[config.mk]
export PLATFORM = sky130hd
export DESIGN_NAME = im_fetch_flat
export DESIGN_NICKNAME = d
export VERILOG_FILES = /design/src/rtl/im_fetch_if.sv /design/src/rtl/im_fetch.sv /design/src/flat_wrapper.sv
export SDC_FILE = /design/constraint.sdc
export NUM_CORES = 1
export LEC_CHECK = 0
export ABC_AREA = 1
export BUFFER_PORTS_ARGS = -buffer_cell sky130_fd_sc_hd__buf_4
export CAP_MARGIN = 10
export CORE_UTILIZATION = 30
export DETAILED_ROUTE_END_ITERATION = 12
export HOLD_SLACK_MARGIN = 0.05
export PLACE_DENSITY = 0.55
export SLEW_MARGIN = 20
export SYNTH_ARGS = -nofsm -noshare
export SYNTH_HDL_FRONTEND = slang
export SYNTH_SLANG_ARGS = --single-unit
[constraint.sdc]
create_clock -name clk -period 4.3 [get_ports clk]
set_input_delay 0.215 -clock clk [delete_from_list [all_inputs] [get_ports clk]]
set_output_delay 0.215 -clock clk [all_outputs]
set_load 0.01 [all_outputs]
[src/rtl/im_fetch_if.sv]
// Fetch-side bus: instruction memory read port, control inputs and decode handshake.
//  im_addr     fetch PC to the instruction memory read_addr
//  im_data     word returned by the instruction memory for im_addr
//  halt        level, suppresses new fetches
//  br_taken    one-cycle redirect strobe, br_addr is the target word address
//  instr       FIFO head word, instr_pc the address it came from
//  instr_valid FIFO head valid, instr_ready decode accepts the head
interface im_fetch_if;
  logic [15:0] im_addr;
  logic [31:0] im_data;
  logic        halt;
  logic        br_taken;
  logic [15:0] br_addr;
  logic [31:0] instr;
  logic [15:0] instr_pc;
  logic        instr_valid;
  logic        instr_ready;

  modport master (
    output im_addr, instr, instr_pc, instr_valid,
    input  im_data, halt, br_taken, br_addr, instr_ready
  );

  modport slave (
    input  im_addr, instr, instr_pc, instr_valid,
    output im_data, halt, br_taken, br_addr, instr_ready
  );
endinterface

[src/rtl/im_fetch.sv]
// Instruction-fetch initiator: holds the fetch PC, reads the combinational
// instruction memory and queues {word, address} pairs for decode.
// Ports: clk, rst_f (async active-low), bus (im_fetch_if.master) carrying the
// memory read port, halt/redirect controls and the decode valid/ready handshake.
module im_fetch #(
  parameter logic [15:0] RESET_PC = 16'h0000,
  parameter int unsigned DEPTH    = 2
) (
  input  logic       clk,
  input  logic       rst_f,
  im_fetch_if.master bus
);

  localparam int unsigned AW = $clog2(DEPTH);
  localparam int unsigned CW = AW + 1;

  localparam logic [1:0] S_IDLE  = 2'd0;
  localparam logic [1:0] S_FETCH = 2'd1;
  localparam logic [1:0] S_FULL  = 2'd2;
  localparam logic [1:0] S_HALT  = 2'd3;

  logic [1:0]    state;
  logic [1:0]    state_nx;
  logic [15:0]   pc;
  logic [31:0]   fifo_data [DEPTH];
  logic [15:0]   fifo_pc   [DEPTH];
  logic [AW-1:0] head;
  logic [AW-1:0] tail;
  logic [CW-1:0] count;
  logic [CW-1:0] count_nx;
  logic          pop_c;
  logic          push_c;
  logic          fetching_c;

  assign pop_c      = (count != '0) & bus.instr_ready;
  assign fetching_c = (state == S_FETCH) | (state == S_FULL);
  assign push_c     = fetching_c & ~bus.halt & ~bus.br_taken &
                      ((count < CW'(DEPTH)) | pop_c);

  // Outputs come straight from registers; head is never moved onto a stale slot
  assign bus.im_addr     = pc;
  assign bus.instr       = fifo_data[head];
  assign bus.instr_pc    = fifo_pc[head];
  assign bus.instr_valid = (count != '0);

  // Occupancy after this edge; a redirect wins over any push/pop
  always_comb begin
    count_nx = count;
    if (bus.br_taken)
      count_nx = '0;
    else if (push_c && !pop_c)
      count_nx = count + CW'(1);
    else if (pop_c && !push_c)
      count_nx = count - CW'(1);
  end

  // Next-state logic
  always_comb begin
    state_nx = state;
    case (state)
      S_IDLE: state_nx = S_FETCH;
      S_FETCH, S_FULL: begin
        if (bus.halt)
          state_nx = S_HALT;
        else if (count_nx == CW'(DEPTH))
          state_nx = S_FULL;
        else
          state_nx = S_FETCH;
      end
      S_HALT: begin
        if (bus.halt)
          state_nx = S_HALT;
        else if (count_nx == CW'(DEPTH))
          state_nx = S_FULL;
        else
          state_nx = S_FETCH;
      end
      default: state_nx = S_IDLE;
    endcase
  end

  // State register
  always_ff @(posedge clk or negedge rst_f) begin
    if (!rst_f)
      state <= S_IDLE;
    else
      state <= state_nx;
  end

  // PC, FIFO storage and pointers
  always_ff @(posedge clk or negedge rst_f) begin
    if (!rst_f) begin
      pc    <= RESET_PC;
      head  <= '0;
      tail  <= '0;
      count <= '0;
      for (int i = 0; i < int'(DEPTH); i++) begin
        fifo_data[i] <= '0;
        fifo_pc[i]   <= '0;
      end
    end else begin
      count <= count_nx;
      if (bus.br_taken) begin
        // Flush by pulling tail back to head so instr keeps the last head value
        pc   <= bus.br_addr;
        tail <= head;
      end else begin
        if (push_c) begin
          fifo_data[tail] <= bus.im_data;
          fifo_pc[tail]   <= pc;
          pc              <= pc + 16'd1;
        end
        if (pop_c && !push_c && (count == CW'(1))) begin
          // Emptying: leave head parked on the last delivered entry
          tail <= head;
        end else begin
          if (push_c) tail <= tail + AW'(1);
          if (pop_c)  head <= head + AW'(1);
        end
      end
    end
  end

endmodule
[src/flat_wrapper.sv]
// flat-port wrapper written by rule: the top's interface ports become plain ports
module im_fetch_flat 
#(
  parameter logic [15:0] RESET_PC = 16'h0000,
  parameter int unsigned DEPTH    = 2
)
  (clk, rst_f, bus_im_addr, bus_instr, bus_instr_pc, bus_instr_valid, bus_im_data, bus_halt, bus_br_taken, bus_br_addr, bus_instr_ready);
  im_fetch_if bus_i ();
  input  logic clk;
  input  logic rst_f;
  output wire logic [$bits(bus_i.im_addr)-1:0] bus_im_addr;
  output wire logic [$bits(bus_i.instr)-1:0] bus_instr;
  output wire logic [$bits(bus_i.instr_pc)-1:0] bus_instr_pc;
  output wire logic [$bits(bus_i.instr_valid)-1:0] bus_instr_valid;
  input wire logic [$bits(bus_i.im_data)-1:0] bus_im_data;
  input wire logic [$bits(bus_i.halt)-1:0] bus_halt;
  input wire logic [$bits(bus_i.br_taken)-1:0] bus_br_taken;
  input wire logic [$bits(bus_i.br_addr)-1:0] bus_br_addr;
  input wire logic [$bits(bus_i.instr_ready)-1:0] bus_instr_ready;
  assign bus_im_addr = bus_i.im_addr;
  assign bus_instr = bus_i.instr;
  assign bus_instr_pc = bus_i.instr_pc;
  assign bus_instr_valid = bus_i.instr_valid;
  assign bus_i.im_data = bus_im_data;
  assign bus_i.halt = bus_halt;
  assign bus_i.br_taken = bus_br_taken;
  assign bus_i.br_addr = bus_br_addr;
  assign bus_i.instr_ready = bus_instr_ready;
  im_fetch #(.RESET_PC(RESET_PC), .DEPTH(DEPTH)) u_core (.clk(clk), .rst_f(rst_f), .bus(bus_i));
endmodule
# After elaboration in Yosys (flattened, before gate mapping)
# Index checks and enable logic that the tools add are counted.
totals:
  ff_bits: 118
  output_inout_bits: 65
  word_cells: 70
  inputBits: 53
classes:
  eq_ne: 5
  mux: 23
  addsub: 5
  n_reduce_logical: 13
  n_bitwise: 11
  order_cmp: 4
op_table:
  columns: ["op", "count"]
  rows:
  - ["$mux W32", 4]
  - ["$mux W16", 6]
  - ["$bwmux W64", 1]
  - ["$bwmux W32", 1]
  - ["$demux W32 S1", 1]
  - ["$add A16 B1 Y16 const B", 1]
  - ["$demux W16 S1", 1]
  - ["$mux W2", 5]
  - ["$eq A2 B2 Y1 const B", 3]
  - ["$and A1 B1 Y1", 4]
  - ["$eq A2 B1 Y1 const B", 2]
  - ["$ge A2 B2 Y1 const B", 2]
  - ["$logic_and A1 B1 Y1", 4]
  - ["$not A1 Y2", 2]
  - ["$pmux W2 S2", 1]
  - ["$reduce_bool A2 Y1", 2]
  - ["$mux W1", 3]
  - ["$not A1 Y1", 3]
  - ["$reduce_and A3 Y1", 1]
  - ["$reduce_bool A3 Y1", 1]
  - ["$reduce_or A3 Y1", 1]
  - ["$add A1 B1 Y1 const B", 2]
  - ["$add A2 B1 Y2 const B", 1]
  - ["$logic_not A1 Y1", 2]
  - ["6 further kinds", 7]

# Depth between registers and ports, before layout
# Gate-level depths: netlist of the first run.
logic_depth:
  depth_word: 14
  mapped_depth: 11
  mapped_depth_nobuf: 11

# Least setup slack after synthesis of the first run
# OpenSTA, ideal clock, no wires.
synth_timing:
  kind: "flip-flop to flip-flop"
  from: "reg u_core.count[1]"
  to: "reg u_core.pc[12], in the netlist u_core.bus.im_addr[12]"
  synth_period_minus_slack_ns: 1.710
  stages_incl_launch_ff: 12
  arrival_ns: 1.645
  n_path_buf: 1
  t_required_ns: 4.235
  setup_ns: 0.065
  slack_ns: 2.590
  cell_sequence: "dfrtp_1 > inv_1 > ha_1 > inv_1 > nand2_4 > inv_1 > o21ai_2 > nand2_1 > buf_2 > o21ai_0 > inv_1 > nand2_1"
synth_via:
  elab_chain_cells: 5
  word_cells_on_any_way: 6
  cone_classes: "order compare: 1; bitwise: 3; reduce/logical: 2"
synth_rtl:
  columns: ["item", "line", "source"]
  rows:
  - ["from (decl)", "im_fetch.sv:29", "logic [CW-1:0] count;"]
  - ["from (signal assigned)", "im_fetch.sv:102", "count <= count_nx;"]
  - ["$reduce_bool A2 Y1", null, null]
  - ["net bus_instr_valid", "flat_wrapper.sv:14", "output wire logic [$bits(bus_i.instr_valid)-1:0] bus_instr_valid;"]
  - ["$and A1 B1 Y1", "im_fetch.sv:35", "assign pop_c = (count != '0) & bus.instr_ready;"]
  - ["$or A1 B1 Y1", "im_fetch.sv:38", "((count < CW'(DEPTH)) | pop_c);"]
  - ["$and A1 B1 Y1", "im_fetch.sv:37", "assign push_c = fetching_c & ~bus.halt & ~bus.br_taken &"]
  - ["$reduce_bool A2 Y1 (no source line)", null, null]
  - ["to (signal assigned)", "im_fetch.sv:105", "pc <= bus.br_addr;"]
  - ["to (signal assigned)", "im_fetch.sv:111", "pc <= pc + 16'd1;"]
  - ["to (decl)", "im_fetch.sv:24", "logic [15:0] pc;"]
# The timed path passes the listed nets, and every way through them passes these cells.
# A chain may end at the register's enable or synchronous reset.

# Final worst setup path of the first run
layout_timing:
  from: "reg u_core.count[1]"
  to: "reg u_core.fifo_data[42] (netlist bit)"
layout_via:
  elab_chain_cells: 5
  word_cells_on_any_way: 6
  cone_classes: "order compare: 1; bitwise: 3; reduce/logical: 2"
layout_rtl:
  columns: ["item", "line", "source"]
  rows:
  - ["$reduce_bool A2 Y1", "im_fetch.sv:35", null]
  - ["$and A1 B1 Y1", "im_fetch.sv:35", null]
  - ["$or A1 B1 Y1 (*)", "im_fetch.sv:38", null]
  - ["$and A1 B1 Y1 (*)", "im_fetch.sv:37", null]
  - ["$reduce_and A2 Y1 (no source line) (*)", null, null]
  - ["to (signal, indexed assignment)", "im_fetch.sv:109", "fifo_data[tail] <= bus.im_data;"]
  - ["to (decl)", "im_fetch.sv:25", "logic [31:0] fifo_data [DEPTH];"]
# Every way passes the cells marked *; elsewhere a longest branch is shown, timed or not.

==> impl_metrics.tcl, run 1 <==
set metrics [dict create \
    met1_length_um 6490 \
    nNetsFinal 782 \
    drive_gt1_frac 0.279 \
    syn_nets 662 \
    initial_utilization 0.307 \
    clkLatencyLatePin_ps 410 \
    cap_violations 0 \
    yosys_register_bits 118 \
    ys_types 28 \
    die_w_um 138 \
    viasPerCell 4.48 \
    areaGrowthSynthToFinish_pct 31.8 \
    crit_family "compound AO/OA/AOI/OAI gates" \
    io-pin-count 118 \
    n_antenna_cell 0 \
    clockRootBuffer "clkbuf_16" \
    cts_tree "built" \
    fin_worst_skew_ps 6.19 \
    portBuffers 117 \
    timing.final.crit_share 0.577 \
    postRouteAntennaNets 0 \
    status "complete, no violations" \
    tns_ps 0 \
    die_h_um 138 \
    met3_length_um 720 \
    dp_slack_ps 1800 \
    hold_class "in2reg" \
    drtIter0Drc 221 \
    worst_pin_slew_ps 971 \
    report.final.slew_viol_count 0 \
    crit_start "u_core.count[1]$_DFF_PN0_" \
    power_density_nw_per_um2 732 \
    yosysWarnings 0 \
    place.gp.congestion 0.840 \
    peakVddDrop_mv 0.323 \
    coreArea_um2 18000 \
    vias 4336 \
    dpl_cell_area_um2 6540 \
    cp_data_required_time_ps 4600 \
    finalSetupViolCount 0 \
    post_cts.repair.setup_buffers 0 \
    grt-ovfl-total 0 \
    p_leak_uw 0.00370 \
    rsz0062_at_grt "false" \
    dp_hpwl_um 8720 \
    final_cell_area_um2 7290 \
    path_buf_inv 2 \
    numCtsBuffers 17 \
    first_pass_iters 6 \
    timing_worst_setup_path_type "reg2reg" \
    cpPeakStageDelay_ps 600 \
    crit_path_start_kind "flip-flop" \
    hold_buffers 12 \
    wl_um 13100 \
    fmax_mhz 403 \
    routedWlPerCell_um 13.5 \
    clockBufferDepth 2 \
    dr_wl_met2_um 5740 \
    period_needed_ps 2480 \
    cts_resized 0 \
    syn-cell-area_um2 5540 \
    worstPathMaxFanout 96 \
    worst_path_max_delay_cell "nand2_4" \
    grt_pass1_vias 4244 \
    grt_pass1_wl_um 21500 \
    p_total_uw 5340 \
    num_rows 49 \
    syn_inst 605 \
    crit_arrival_ps 2780 \
    drcViolationCount 0 \
    ys_seq_area_frac 0.533 \
    grt_max_degree 98 \
    hold_path_startpoint "bus_br_addr[13]" \
    endpoint_kind "flip-flop" \
    path_clk_slew_ps 50 \
    avgSynthCellArea_um2 9.15 \
    r2r-start "u_core.count[1]$_DFF_PN0_" \
    relSlewSlack 0.353 \
    antenna_found_initial 0 \
    dr.max_layer_used "met4" \
    htreeDepth 4 \
    path_cells "inv_1, ha_1, inv_1, nand2_4, a21oi_4, nand2_4, o21ai_0" \
    die-area_um2 19000 \
    grtUsageTotal 0.148 \
    fin_ws_ps 1820 \
    hold_viol 0 \
    cts.sinks 118 \
]
path summary, 6_finish.rpt:
check	to	slack [ps]	cells after the start
max reg2reg	u_core.fifo_data[42]$_DFFE_PN0P_	1820	7
min in group asynchronous	u_core.fifo_data[22]$_DFFE_PN0P_	320	2
max	u_core.fifo_data[42]$_DFFE_PN0P_	1820	7
max in group asynchronous	u_core.fifo_data[35]$_DFFE_PN0P_	3010	3
min reg2reg	u_core.fifo_pc[13]$_DFFE_PN0P_	480	2
min	u_core.bus.im_addr[13]$_DFFE_PN0P_	70	3
cell usage in the layout (no fill, tap or decap), drive strengths merged:
cell,n
nor2,17
bufinv,4
clkinv,2
clkinvlp,1
o221ai,2
dfrtp,118
nand2,161
inv,69
nand4,7
mux2,48
a211oi,1
o211ai,5
o21ai,108
clkbuf,25
nand3,23
nor3,5
buf,120
xnor2,1
a21oi,3
ha,4
xor2,2
dlygate4sd3,12
layer usage:
| metal | vias to the layer above | track usage |
|---|---|---|
| met5 | - | 0 |
| met2 | 124 | 0.223 |
| met3 | 13 | 0.0446 |
| li1 | 2215 | - |
| met1 | 1984 | 0.205 |
| met4 | 0 | 0.0429 |
report_power, final:
part	internal, uW	switching (uW)	leakage (uW)
clock network	1030	486	0.000308
logic	1010	925	0.00192
registers	1580	302	0.00147
stage by stage:
step,hold slack [ps],cells,util
floorplan,-80.6,605,-
CTS,52.6,967,0.405
finish,67.6,967,0.405
global route,67.0,967,0.405
global placement,222,923,0.363
detailed placement,211,923,0.363
registers in the layout, indices dropped and copies added, names as in the netlist:
name,flops
u_core.bus.im_addr,16
u_core.count,2
u_core.fifo_data,64
u_core.fifo_pc,32
u_core.head,1
u_core.state,2
u_core.tail,1
worst min-delay path, stage by stage:
cell and delay, ps:
buf_4 80, nand2_1 50, o211ai_1 90
Yosys cell counts:
library cell,number,area [um2]
a211oi_1,1,7.51
a21oi_1,2,10.0
a21oi_4,1,16.3
buf_2,11,55.1
buf_4,2,15.0
buf_6,8,90.1
clkbuf_1,10,37.5
dfrtp_1,118,2950
ha_1,4,50.1
inv_1,68,255
inv_2,1,3.75
mux2_2,48,541
nand2_1,157,589
nand2_2,3,18.8
nand2_4,1,11.3
nand3_1,23,115
nand4_1,7,43.8
nor2_1,15,56.3
nor2_2,1,6.26
nor2_4,1,11.3
nor3_1,5,25.0
o211ai_1,5,37.5
o21ai_0,29,145
o21ai_1,78,390
o21ai_2,1,8.76
o221ai_1,2,17.5
xnor2_1,1,8.76
xor2_1,2,17.5
area by class of cell:
cell class              instances  area [um2]
repair buffers                132        1020
clock buffers                  25         495
fillers                      1838       10700
flip-flops and latches        118        2950
inverters                      69         259
clock inverters                 7         141
multi-input cells             387        2140
well taps                     229         287
kinds of logic after synthesis:
group,after synthesis,share of synthesized area
mux,48,0.0976
simple gates,213,0.158
fa+ha+maj,4,0.00904
xor+xnor,3,0.00475
flops,118,0.533
compound gates,119,0.114
buf+inv,100,0.0825
Note: power is estimated with default switching activity, not from simulation.
==> inputs of run 2 (changes only) <==
clock period = 2.5 ns   (was 4.3 ns; I/O delays follow)
==> run 2 against run 1 <==
Compared with the run above: hold slack better by 7.1 ps; final area up 6.4%; critical path depth is 3 higher; critical path type unchanged.
==> impl_metrics.tcl, run 2 (synthesized netlist as in run 1, its figures left out) <==
set metrics [dict create \
    status "complete, no violations" \
    first_pass_iters 4 \
    die-area_um2 19000 \
    final_cell_mix "157 x nand2_1, 120 x buf_4, 117 x dfrtp_1" \
    die_w_um 138 \
    post_cts.repair.setup_buffers 0 \
    cts_tree "built" \
    routedWlPerCell_um 13.5 \
    portBuffers 117 \
    rr_endpoint "u_core.bus.im_addr[6]$_DFFE_PN0P_" \
    endpoint_kind "flip-flop" \
    relSlewSlack 0.591 \
    numCtsBuffers 17 \
    finalSetupViolCount 0 \
    num_rows 49 \
    grt_pass1_vias 4356 \
    n_antenna_cell 0 \
    hold_path_startpoint "bus_br_addr[1]" \
    viasPerCell 4.44 \
    grt-ovfl-total 0 \
    p_switching_uw 2950 \
    place.gp.congestion 0.801 \
    pwr-share-seq 0.339 \
    antenna_found_initial 0 \
    nNetsFinal 823 \
    crit_path_start_kind "flip-flop" \
    fin_cells 1007 \
    final_cell_area_um2 7760 \
    worst_path_max_delay_cell "dfrtp_1" \
    p_total_uw 9350 \
    grt_pass1_wl_um 21900 \
    io-pin-count 118 \
    worst_pin_slew_ps 613 \
    r2r_slack_ps 380 \
    cp_data_required_time_ps 2830 \
    dpl_cell_area_um2 6620 \
    dp.cells 927 \
    initial_utilization 0.307 \
    p_comb_frac 0.372 \
    tns_ps 0 \
    path_cells "inv_1, ha_1, inv_1, nand2_4, inv_1, o21ai_2, nand2_1, inv_1, nand2_1, o211ai_1" \
    holdPathStages 3 \
    hold_class "in2reg" \
    clockRootBuffer "clkbuf_16" \
    timing.final.crit_share 0.847 \
    r2r-start "u_core.count[1]$_DFF_PN0_" \
    cap_violations 0 \
    dp_hpwl_um 8760 \
    layout_commonest_cell "nand2_1" \
    timing_worst_setup_path_type "reg2reg" \
    clkPwrFrac 0.289 \
    worstHoldEndpoint "u_core.bus.im_addr[1]$_DFFE_PN0P_" \
    postRouteAntennaNets 0 \
    cpPeakStageDelay_ps 410 \
    p_int_uw 6410 \
    seq_area_um2 2950 \
    drive_gt1_frac 0.271 \
    multiInputGateArea_um2 2140 \
    rsz0062_at_grt "false" \
    wl_um 13600 \
    worstPathMaxFanout 11 \
    vias 4469 \
    reg2regPathDepth 10 \
    top_register "u_core.fifo_data" \
    largest_register_ffs 64 \
    power_density_nw_per_um2 1200 \
    grtUsageTotal 0.151 \
    report.final.slew_viol_count 0 \
    drcViolationCount 0 \
    htreeDepth 4 \
    utilization 0.431 \
    period_needed_ps 2120 \
    p_leak_uw 0.00390 \
    hold_viol 0 \
    clkLatencyLatePin_ps 410 \
    grt_max_degree 97 \
    peakVddDrop_mv 0.729 \
    cts.sinks 118 \
    crit_arrival_ps 2440 \
    fin_worst_skew_ps 7.78 \
    fmax_mhz 472 \
    switching_share 0.315 \
    crit_top_cell "inv_1" \
    path_clk_slew_ps 60 \
    nFillCells 1791 \
    areaGrowthSynthToFinish_pct 40.2 \
    die_h_um 138 \
    coreArea_um2 18000 \
    clockBufferDepth 2 \
    drtIter0Drc 171 \
]
run 2: how the worst max path moves through the flow:
stage | to | slack [ps] | start | cells after the start
2_1_floorplan | u_core.bus.im_addr[12]$_DFFE_PN0P_ | 790 | u_core.count[1]$_DFF_PN0_ | 11
3_3_place_gp | u_core.bus.im_addr[6]$_DFFE_PN0P_ | 430 | u_core.count[1]$_DFF_PN0_ | 10
3_5_place_dp | u_core.bus.im_addr[6]$_DFFE_PN0P_ | 380 | u_core.count[1]$_DFF_PN0_ | 10
4_1_cts | u_core.bus.im_addr[6]$_DFFE_PN0P_ | 360 | u_core.count[1]$_DFF_PN0_ | 10
5_1_grt | u_core.bus.im_addr[6]$_DFFE_PN0P_ | 140 | u_core.count[1]$_DFF_PN0_ | 10
6_report | u_core.bus.im_addr[6]$_DFFE_PN0P_ | 380 | u_core.count[1]$_DFF_PN0_ | 10
run 2: cell type report:
type                       count  share of cell area
sequential                   118               0.380
clock buffer                  23              0.0628
multi-input combinational    387               0.275
timing repair buffer         173               0.189
tap                          229              0.0369
clock inverter                 8              0.0218
inverter                      69              0.0334
run 2: routing by layer:
layer	vias up	part of all wire	routed length, um	GRT usage
met4	0	0.017	230	0.0622
met5	-	0	0	0
li1	2292	-	-	-
met1	2057	0.50	6830	0.206
met3	16	0.038	524	0.0336
met2	104	0.44	6030	0.231
run 2: worst max-delay path, delay by kind of cell (launching register included):
| kind | cells | cell delay (ps) |
|---|---|---|
| compound gates | 2 | 380 |
| fa+ha+maj | 1 | 170 |
| buf+inv | 4 | 570 |
| flops | 1 | 410 |
| simple gates | 3 | 490 |
run 2: per-stage QoR:
step                      hold slack, ps  worst slack (ps)
after floorplan                     -171               790
after global placement               181               431
after detailed placement             188               378
after CTS                           68.6               359
after global routing                89.8               139
final                               74.7               382
run 2: power by group through the flow:
stage	registers, uW	clock network, uW	logic [uW]
finish	3170	2700	3480
global route	3270	2870	3860
CTS	3170	2780	3550
detailed placement	3190	0	3480
global placement	3170	0	3450
floorplan	3070	0	2100
run 2: timing repair:
action / in CTS / in global routing
resized for setup: 0 / 0
hold endpoints to repair: 124 / 0
hold buffers: 49 / 0
==> inputs of run 3 (changes only) <==
ABC_AREA = 0   (was 1)
PLACE_DENSITY = 0.57   (was 0.55)
clock period = 1.75 ns   (was 2.5 ns; I/O delays follow)
==> run 3 against run 2 <==
Compared with the run above: the flow now finishes with violations (DRC, setup timing); total power increased by 56%; setup slack got worse by 700 ps; combinational power increased by 82%; global-route usage increased by 1.7 points; hold slack improved by 76 ps; critical path type unchanged; critical endpoint is now u_core.fifo_data[31]$_DFFE_PN0P_; largest power group unchanged.
==> impl_metrics.tcl, run 3 <==
set metrics [dict create \
    status "finished, violations left" \
    failed_checks "DRC, setup timing" \
    synth.area.top_cells "dfrtp_1 53%, mux2_2 26%, mux2_4 5.4%" \
    vias 4203 \
    cts.sinks 118 \
    timing.final.crit_share 1.18 \
    yosys-top-cells-count "129 x mux2_2, 118 x dfrtp_1, 20 x mux2_4" \
    path_cells "inv_2, ha_4, or3b_4, a21oi_4, buf_12, nand2_8, buf_12, mux2_4" \
    hold_ws_ps 150 \
    antenna_found_initial 0 \
    synth_edf_count 0 \
    clkLatencyLatePin_ps 420 \
    numCtsBuffers 17 \
    seq_area_um2 2950 \
    rsz0062_at_grt "true" \
    fin_worst_skew_ps 8.77 \
    syn_nets 461 \
    grt_pass1_vias 4709 \
    grtUsageTotal 0.169 \
    worst_path_max_delay_cell "or3b_4" \
    n_antenna_cell 0 \
    synth_top_area_share 0.530 \
    peakVddDrop_mv 0.862 \
    final_cell_mix "145 x buf_4, 117 x dfrtp_1, 76 x mux2_2" \
    hold_viol 0 \
    cp_data_required_time_ps 2040 \
    worst_pin_slew_ps 420 \
    timing_worst_setup_path_type "reg2reg" \
    dp_hpwl_um 9160 \
    grt_pass1_wl_um 25200 \
    crit_arrival_ps 2370 \
    syn-cell-area_um2 5570 \
    path_buf_inv 3 \
    gr-usage-met3 0.0416 \
    avgSynthCellArea_um2 13.8 \
    layout_commonest_cell "buf_4" \
    tns_ps -29790 \
    worstPathMaxFanout 21 \
    crit_top_cell "buf_12" \
    num_rows 49 \
    postRouteAntennaNets 0 \
    report.final.slew_viol_count 0 \
    path_clk_slew_ps 60 \
    crit_family "simple AND/OR/NAND/NOR gates" \
    yosys_register_bits 118 \
    portBuffers 117 \
    top_register "u_core.fifo_data" \
    crit_path_start_kind "flip-flop" \
    coreArea_um2 18100 \
    io-pin-count 118 \
    period_needed_ps 2070 \
    p_leak_uw 0.00409 \
    die_w_um 138 \
    ys_types 46 \
    fin_ws_ps -321 \
    use_met1 0.216 \
    htreeDepth 4 \
    routedWlPerCell_um 17.9 \
    drcViolationCount 12 \
    power_density_nw_per_um2 1640 \
    largest_register_ffs 64 \
    yosysWarnings 0 \
    yosys.cell_count.top_type "mux2_2" \
    cpPeakStageDelay_ps 400 \
    cts_tree "built" \
    viasPerCell 4.85 \
    synthArstFlopShare 1.00 \
    drive_gt1_frac 0.602 \
    synthFlopType "dfrtp_1" \
    first_pass_iters 9 \
    fmax_mhz 483 \
    initial_utilization 0.308 \
    endpoint_kind "flip-flop" \
    busiest_layer "met2" \
    syn_inst 404 \
    grt_util_met2 0.277 \
    hold_class "in2async" \
    areaGrowthSynthToFinish_pct 59.7 \
    grt_max_degree 55 \
    die_h_um 138 \
    cap_violations 0 \
    clockRootBuffer "clkbuf_16" \
    multiInputGateArea_um2 2840 \
    die-area_um2 19100 \
    grt-ovfl-total 0 \
    drtIter0Drc 173 \
    wl_um 15500 \
    place.gp.congestion 0.760 \
    nNetsFinal 682 \
    synth_area_leader_cell "dfrtp_1" \
    clockBufferDepth 2 \
    finalSetupViolCount 115 \
    relSlewSlack 0.720 \
    nFillCells 1589 \
    ys_seq_area_frac 0.530 \
]
==> run 3: changes by cell type in the layout (fill, tap and decap cells not counted), sizes merged, moves of 4 or more <==
cell / change
nand2: -145
o21ai: -102
mux2: +101
inv: -58
buf: +50
nand3: -17
nor2: -9
a221o: +7
mux2i: +5
nor3: +4
==> run 3: cells by family (layout without fill, tap and decap cells) <==
family                     count (synthesis)  in the layout  share of synthesized area
muxes                                    154            154                      0.324
DFF                                      118            118                      0.530
and+or+nand+nor                           58             58                     0.0539
AOI/OAI and AO/OA                         36             36                     0.0512
buffers and inverters                     32            266                     0.0290
adders and majority gates                  4              4                    0.00899
xor gates and xnor gates                   2              2                    0.00315
==> run 3: worst reg2reg max path, stage by stage (launching register included) <==
cell     delay [ps]
dfrtp_1         340
inv_2            50
ha_4            250
or3b_4          400
a21oi_4         140
buf_12          160
nand2_8          90
buf_12          200
mux2_4          310
==> run 3: final timing paths <==
path,slack [ps],cells after the start,from,end
min,150,2,rst_f,u_core.bus.im_addr[8]$_DFFE_PN0P_
max reg2reg,-320,8,u_core.state[1]$_DFF_PN0_,u_core.fifo_data[31]$_DFFE_PN0P_
max,-320,8,u_core.state[1]$_DFF_PN0_,u_core.fifo_data[31]$_DFFE_PN0P_
min in group clk,170,5,bus_halt,u_core.state[1]$_DFF_PN0_
max in group asynchronous,970,3,rst_f,u_core.fifo_data[46]$_DFFE_PN0P_
min reg2reg,500,1,u_core.fifo_data[22]$_DFFE_PN0P_,u_core.fifo_data[22]$_DFFE_PN0P_
==> run 3: layout make-up <==
class,instances,area share
clock buffers,18,0.0494
clock inverters,14,0.0197
inverters,8,0.00338
multi-input cells,254,0.319
flip-flops and latches,118,0.332
well taps,229,0.0322
repair buffers,226,0.244
==> run 3: per-layer routing <==
metal | share of wire | wire length, um
met2 | 0.49 | 7610
met3 | 0.044 | 684
met4 | 0.012 | 191
met5 | 0 | 0
met1 | 0.45 | 7030
==> run 3: metrics by stage <==
stage          instances  utilization  power [uW]  instance area [um2]  worst slack (ps)
4_1_cts              863        0.481       14700                 8710              -302
3_3_place_gp         764        0.387        9950                 7010              -368
3_5_place_dp         764        0.387       10100                 7010              -422
6_report             867        0.492       14600                 8900              -321
2_1_floorplan        404            -        7690                 5590              -309
5_1_grt              867        0.492       15400                 8900              -397
==> run 3: repair_timing <==
item                       4_1_cts  5_1_grt
gates cloned                     6        2
gates resized for setup         73       35
setup endpoints to repair      116      117
pin swaps                       11       15
hold endpoints to repair       200        0
hold buffers                    50        0
buffers inserted                11        8
==> run 3: where the power goes <==
| part | switching (uW) | internal [uW] |
|---|---|---|
| logic | 2340 | 4010 |
| clock network | 1360 | 2290 |
| registers | 704 | 3930 |
